<file path="src/rtl/muldiv_hilo.sv">
// Iterative signed MULT/DIV unit that owns the HI/LO registers.
// Serves MFHI/MFLO and stalls the pipeline on HI/LO instructions while an op runs.
//
// state  | meaning
// S_IDLE | waiting; MULT/DIV accepted here, MFHI/MFLO served combinationally
// S_MUL  | one shift-add step per cycle on the magnitude product
// S_DIV  | one restoring shift-subtract step per cycle on {rem, quo}
// S_FIX  | apply sign correction and write HI/LO
module muldiv_hilo #(
  parameter int WIDTH = 32
) (
  input  logic             i_clk,
  input  logic             i_reset,
  input  logic             i_start,
  input  logic [3:0]       i_alucontrol,
  input  logic             i_hien,
  input  logic             i_loen,
  input  logic [WIDTH-1:0] i_srca,
  input  logic [WIDTH-1:0] i_srcb,
  output logic [WIDTH-1:0] o_hi,
  output logic [WIDTH-1:0] o_lo,
  output logic [WIDTH-1:0] o_mfresult,
  output logic             o_busy,
  output logic             o_stall
);

  localparam int CW = $clog2(WIDTH);
  localparam logic [CW-1:0] LAST = CW'(WIDTH - 1);

  localparam logic [3:0] OP_MULT = 4'b1000;
  localparam logic [3:0] OP_DIV  = 4'b1001;
  localparam logic [3:0] OP_MFHI = 4'b1010;
  localparam logic [3:0] OP_MFLO = 4'b1011;

  typedef enum logic [1:0] {
    S_IDLE = 2'd0,
    S_MUL  = 2'd1,
    S_DIV  = 2'd2,
    S_FIX  = 2'd3
  } state_t;

  state_t             r_state;
  logic               r_is_div;
  logic               r_negp;
  logic               r_negr;
  logic [CW-1:0]      r_count;
  logic [WIDTH-1:0]   r_opb;
  logic [2*WIDTH-1:0] r_acc;
  logic [WIDTH-1:0]   r_hi;
  logic [WIDTH-1:0]   r_lo;

  logic               w_is_muldiv;
  logic               w_is_hilo;
  logic               w_accept;
  logic [WIDTH-1:0]   w_abs_a;
  logic [WIDTH-1:0]   w_abs_b;
  logic [WIDTH-1:0]   w_acc_hi;
  logic [WIDTH-1:0]   w_acc_lo;
  logic [WIDTH:0]     w_mul_sum;
  logic [2*WIDTH-1:0] w_mul_next;
  logic [WIDTH:0]     w_div_shift;
  logic [WIDTH:0]     w_div_diff;
  logic               w_div_ge;
  logic [2*WIDTH-1:0] w_div_next;
  logic [2*WIDTH-1:0] w_prod_fix;
  logic [WIDTH-1:0]   w_quo_fix;
  logic [WIDTH-1:0]   w_rem_fix;

  assign w_is_muldiv = (i_alucontrol == OP_MULT) || (i_alucontrol == OP_DIV);
  assign w_is_hilo   = w_is_muldiv || (i_alucontrol == OP_MFHI) || (i_alucontrol == OP_MFLO);
  assign w_accept    = (r_state == S_IDLE) && i_start && i_hien && i_loen && w_is_muldiv;

  // Negating the most negative value yields itself, which is exactly 2^(WIDTH-1) unsigned.
  assign w_abs_a = i_srca[WIDTH-1] ? -i_srca : i_srca;
  assign w_abs_b = i_srcb[WIDTH-1] ? -i_srcb : i_srcb;

  assign w_acc_hi = r_acc[2*WIDTH-1:WIDTH];
  assign w_acc_lo = r_acc[WIDTH-1:0];

  // Multiplier bits sit in the low half and are consumed LSB first as the product shifts in.
  assign w_mul_sum  = {1'b0, w_acc_hi} + {1'b0, r_opb};
  assign w_mul_next = w_acc_lo[0] ? {w_mul_sum, w_acc_lo[WIDTH-1:1]}
                                  : {1'b0, w_acc_hi, w_acc_lo[WIDTH-1:1]};

  assign w_div_shift = {w_acc_hi, w_acc_lo[WIDTH-1]};
  assign w_div_diff  = w_div_shift - {1'b0, r_opb};
  assign w_div_ge    = (w_div_shift >= {1'b0, r_opb});
  assign w_div_next  = w_div_ge ? {w_div_diff[WIDTH-1:0],  w_acc_lo[WIDTH-2:0], 1'b1}
                                : {w_div_shift[WIDTH-1:0], w_acc_lo[WIDTH-2:0], 1'b0};

  assign w_prod_fix = r_negp ? -r_acc : r_acc;
  assign w_quo_fix  = r_negp ? -w_acc_lo : w_acc_lo;
  assign w_rem_fix  = r_negr ? -w_acc_hi : w_acc_hi;

  always_ff @(posedge i_clk) begin
    if (i_reset) begin
      r_state  <= S_IDLE;
      r_is_div <= 1'b0;
      r_negp   <= 1'b0;
      r_negr   <= 1'b0;
      r_count  <= '0;
      r_opb    <= '0;
      r_acc    <= '0;
      r_hi     <= '0;
      r_lo     <= '0;
    end else begin
      case (r_state)
        S_IDLE: begin
          if (w_accept) begin
            r_is_div <= (i_alucontrol == OP_DIV);
            r_negp   <= i_srca[WIDTH-1] ^ i_srcb[WIDTH-1];
            r_negr   <= i_srca[WIDTH-1];
            r_count  <= '0;
            if (i_alucontrol == OP_DIV) begin
              r_acc   <= {{WIDTH{1'b0}}, w_abs_a};
              r_opb   <= w_abs_b;
              r_state <= S_DIV;
            end else begin
              r_acc   <= {{WIDTH{1'b0}}, w_abs_b};
              r_opb   <= w_abs_a;
              r_state <= S_MUL;
            end
          end
        end
        S_MUL: begin
          r_acc   <= w_mul_next;
          r_count <= r_count + CW'(1);
          if (r_count == LAST) r_state <= S_FIX;
        end
        S_DIV: begin
          r_acc   <= w_div_next;
          r_count <= r_count + CW'(1);
          if (r_count == LAST) r_state <= S_FIX;
        end
        S_FIX: begin
          if (r_is_div) begin
            r_hi <= w_rem_fix;
            r_lo <= w_quo_fix;
          end else begin
            r_hi <= w_prod_fix[2*WIDTH-1:WIDTH];
            r_lo <= w_prod_fix[WIDTH-1:0];
          end
          r_state <= S_IDLE;
        end
        default: r_state <= S_IDLE;
      endcase
    end
  end

  always_comb begin
    o_mfresult = '0;
    if (i_alucontrol == OP_MFHI)      o_mfresult = r_hi;
    else if (i_alucontrol == OP_MFLO) o_mfresult = r_lo;
  end

  assign o_hi    = r_hi;
  assign o_lo    = r_lo;
  assign o_busy  = (r_state != S_IDLE);
  assign o_stall = o_busy && i_start && w_is_hilo;

endmodule
</file>
<file path="config.mk">
export PLATFORM = sky130hd
export DESIGN_NAME = muldiv_hilo
export DESIGN_NICKNAME = d
export VERILOG_FILES = /design/src/rtl/muldiv_hilo.sv
export SDC_FILE = /design/constraint.sdc
export NUM_CORES = 1
export LEC_CHECK = 0
export BUFFER_PORTS_ARGS = -buffer_cell sky130_fd_sc_hd__buf_4
export CORE_ASPECT_RATIO = 2
export CORE_UTILIZATION = 50
export CTS_CLUSTER_DIAMETER = 80
export DETAILED_ROUTE_END_ITERATION = 10
export GPL_TIMING_DRIVEN = 0
export PLACE_DENSITY_LB_ADDON = 0.15
export SETUP_SLACK_MARGIN = 0.5
export SLEW_MARGIN = 20
export SYNTH_ARGS = -nofsm -noshare
export SYNTH_HDL_FRONTEND = slang
export SYNTH_SLANG_ARGS = --single-unit
</file>
<file path="constraint.sdc">
create_clock -name i_clk -period 7.4 [get_ports i_clk]
set_clock_uncertainty 0.2 [all_clocks]
set_input_delay 1.48 -clock i_clk [delete_from_list [all_inputs] [get_ports i_clk]]
set_output_delay 1.48 -clock i_clk [all_outputs]
set_load 0.02 [all_outputs]
</file>
==> summary.txt <==
Outcome
  • Status: finished clean

Synth
  • Primary FF master, synth: dfxtp_1
  • Synth Area in XOR/XNOR: 9.54%
  • Seq/Total Area, Yosys: roughly 23%
  • Syn avg cell area: about 7.3 sq um
  • Ys Warns: 0
  • Main combinational cell family by area after synthesis: compound AO/OA/AOI/OAI gates
  • Syn Inst Count: 2061
  • Post-synthesis compound-gate area fraction: 31.2%
  • Mapped Area: between 0.01 and 0.015 sq mm
  • Mapped Nets: roughly 2200
  • Mux contribution to synthesized area: between 3 and 4%
  • Seq cells post-synth: 170
  • Synth Area in Simple Gates: around a fifth
  • Number of synthesized flops with an enable pin: 0
  • Post-Synth Adder-Cell Area: 6.54%
  • Fraction of registers with async set or reset after synthesis: 0%
  • Distinct cells, synth: roughly 80

Clocking
  • Post-CTS setup repair buffer count: 0
  • H-Tree Level Count: 4
  • Worst skew pair latency: about 470 ps
  • Clk slew on worst S/H paths: approximately 80 ps
  • TritonCTS clock tree: built
  • Post_cts resized: 0
  • Hold Buf Count CTS: 0
  • Max clock buf depth: 2
  • Total CTS buffers: 17
  • Clock sinks: 170
  • Clock root cell: clkbuf_16

Layout
  • Final nets: approximately 2400
  • Area of the multi-input gates: ~0.011 sq mm
  • FF/Latch Area: 0.00340 sq mm
  • Layout cells sized above 1: 10.9%
  • Most frequent cells in the layout: nand2_1, nor2_1, a21oi_1
  • Area added between synthesis and finish: 15.4%
  • Fillers: 2905
  • # diodes: 0
  • Layout Cells excl Fill: around 2600
  • Commonest non-fill, non-tap cell in the layout: nand2_1

STA
  • Final worst-path cycle share: 69.8%
  • RSZ-0062 raised after global routing: false
  • Final min period: approximately 5200 ps
  • Final count of negative-setup-slack endpoints: 0
  • Final Hold Viols: 0
  • Final setup TNS: 0 ps
  • Least-Margin Pin Slew: roughly 1100 ps
  • Slew headroom: between 20 and 30%
  • Final Slew Violations: 0
  • Fmax: just under 0.2 GHz

Global routing
  • Remaining global-route overflow: 0
  • Met2 Usage GRT: between 70% and 80%
  • Initial antenna violation count: 1
  • GR Util met3: ~8%
  • Vias in the first global route: 17000
  • Grt peak-use layer: met2
  • Global Route Usage Sum: a little over two fifths
  • First-pass GRT wire length: 99300 um
  • Largest net degree at the start of global routing: 19
  • Met1 Track Usage GR: 38.7%

Setup path
  • Worst Path Required: between 5000 and 6000 ps
  • Crit Path Max Fanout: 10
  • CP Capture Type: primary output
  • RR Startpoint: r_acc[0]
  • WP data arrival: 3480 ps
  • CP Class: in2out
  • Worst setup path startpoint: i_alucontrol[2]
  • Startpoint types: input pin

Floorplan
  • Initial Util: 50.7%
  • IO Count: 171
  • Die X: roughly 120 um
  • Die area: roughly 0.031 sq mm
  • Area of the core: between 0.02 and 0.03 sq mm
  • Die extent in y: 247 um
  • FP Rows: 89

Place
  • DP HPWL: roughly 54000 um
  • DP Cell Count: roughly 2600
  • Buffers on Ports: roughly 170
  • Placer Congestion: between 1 and 1.5

Power
  • Pleak: approximately 6.8 nW
  • VDD IR max: around 0.00021 V
  • PD cells: 213 mW/mm^2

Drt
  • 1st-iter DRT viols: between 1000 and 1500
  • Drt wl/cell: roughly 26 um
  • Vias after detailed routing: roughly 17000
  • Total wire length: 67300 um
  • DRT Pass-1 Iters: 6
  • # DRC: 0
  • Vias per inst: about 6.6
  • Final ANT Viol Nets: 0

Hold path
  • Tightest Hold Check Type: reg2reg
  • Worst hold path startpoint: r_count[4]

Job
  • Max-capacitance violation count: 0
## critical path, cell delays in order
cell      delay, ps
buf_4           110
nor2b_1         360
nand2_1         100
nor2_1          570
clkbuf_1        490
a22o_1          220
buf_4           140
## synthesized netlist by cell type, drive strengths merged (5+ instances only)
cell,instances,area (sq um)
o21ai,125,626
or4,10,82.6
o211ai,52,390
a211o,5,43.8
or2,6,37.5
nand2b,8,50.1
nor3,26,141
o41ai,14,123
a311oi,5,43.8
nor4b,5,50.0
or3,25,166
o31ai,37,278
a221o,17,170
nand3,31,155
a31oi,17,106
xor2,81,709
ha,75,938
nor2b,11,68.8
mux2,19,214
a221oi,8,70.1
a222oi,7,70.1
nand4,21,131
o21bai,12,90.1
clkbuf,130,488
and2,15,93.8
a21o,29,218
a22o,36,315
nor2,210,788
buf,19,93.8
inv,67,251
mux2i,26,260
nand3b,6,45.0
o21a,10,75.1
a211oi,71,538
and3,12,75.1
nand2,267,1000
nor4,20,138
dfxtp,170,3400
a22oi,38,285
xnor2,82,718
a21oi,178,891
## metrics by stage
step	hold slack [ps]	util, %	area (sq um)	setup slack [ps]	total power (W)
2_1_floorplan	249	-	15000	3080	0.00213
4_1_cts	307	58.5	17300	2310	0.00361
5_1_grt	318	58.5	17300	2160	0.00381
3_3_place_gp	279	56.6	16700	2350	0.00270
3_5_place_dp	291	56.6	16700	2310	0.00272
6_report	304	58.5	17300	2240	0.00369
## cell families (layout without fill, tap and decap cells)
family | Yosys count | count (layout)
flip-flops | 170 | 170
buffers and inverters | 217 | 417
adder cells (fa/ha/maj) | 77 | 77
multiplexers | 45 | 45
AO/OA/AOI/OAI | 698 | 698
XOR/XNOR | 163 | 163
AND/OR/NAND/NOR | 691 | 691
## final timing paths
check | slack (ps) | cells after the start | to
worst min register to register | 300 | 2 | r_count[4]
worst max-delay path | 2240 | 7 | o_mfresult[12]
worst min-delay path | 300 | 2 | r_count[4]
worst max register to register | 3010 | 12 | o_hi[12]
## routing by layer
metal | vias to the layer above | wire (um)
met4 | 0 | 8650
li1 | 7919 | -
met2 | 994 | 33000
met3 | 385 | 4840
met5 | - | 0
met1 | 7985 | 20800
## flip-flops by register name (all words and copies together) (netlist names)
name / count
r_is_div: 1
r_count: 5
o_hi: 32
r_negr: 1
r_state: 2
o_lo: 32
r_acc: 64
r_opb: 32
r_negp: 1
## cell type report
| cell class | count | area share, % |
|---|---|---|
| Clock inverter | 14 | 0.862 |
| Inverter | 68 | 1.48 |
| Clock buffer | 17 | 2.46 |
| Multi-Input combinational cell | 1674 | 62.1 |
| Tap cell | 364 | 2.64 |
| Sequential cell | 170 | 19.7 |
| Buffer | 149 | 3.37 |
| Timing Repair Buffer | 169 | 7.35 |
## power breakdown
part	leakage (nW)	switching, W	total (W)	internal (W)
registers	1.37	0.000108	0.00110	0.000995
logic	5.12	0.00116	0.00167	0.000509
clock network	0.285	0.000465	0.000914	0.000450
total	6.78	0.00173	0.00369	0.00195
Note: power is estimated with default switching activity, not from simulation.
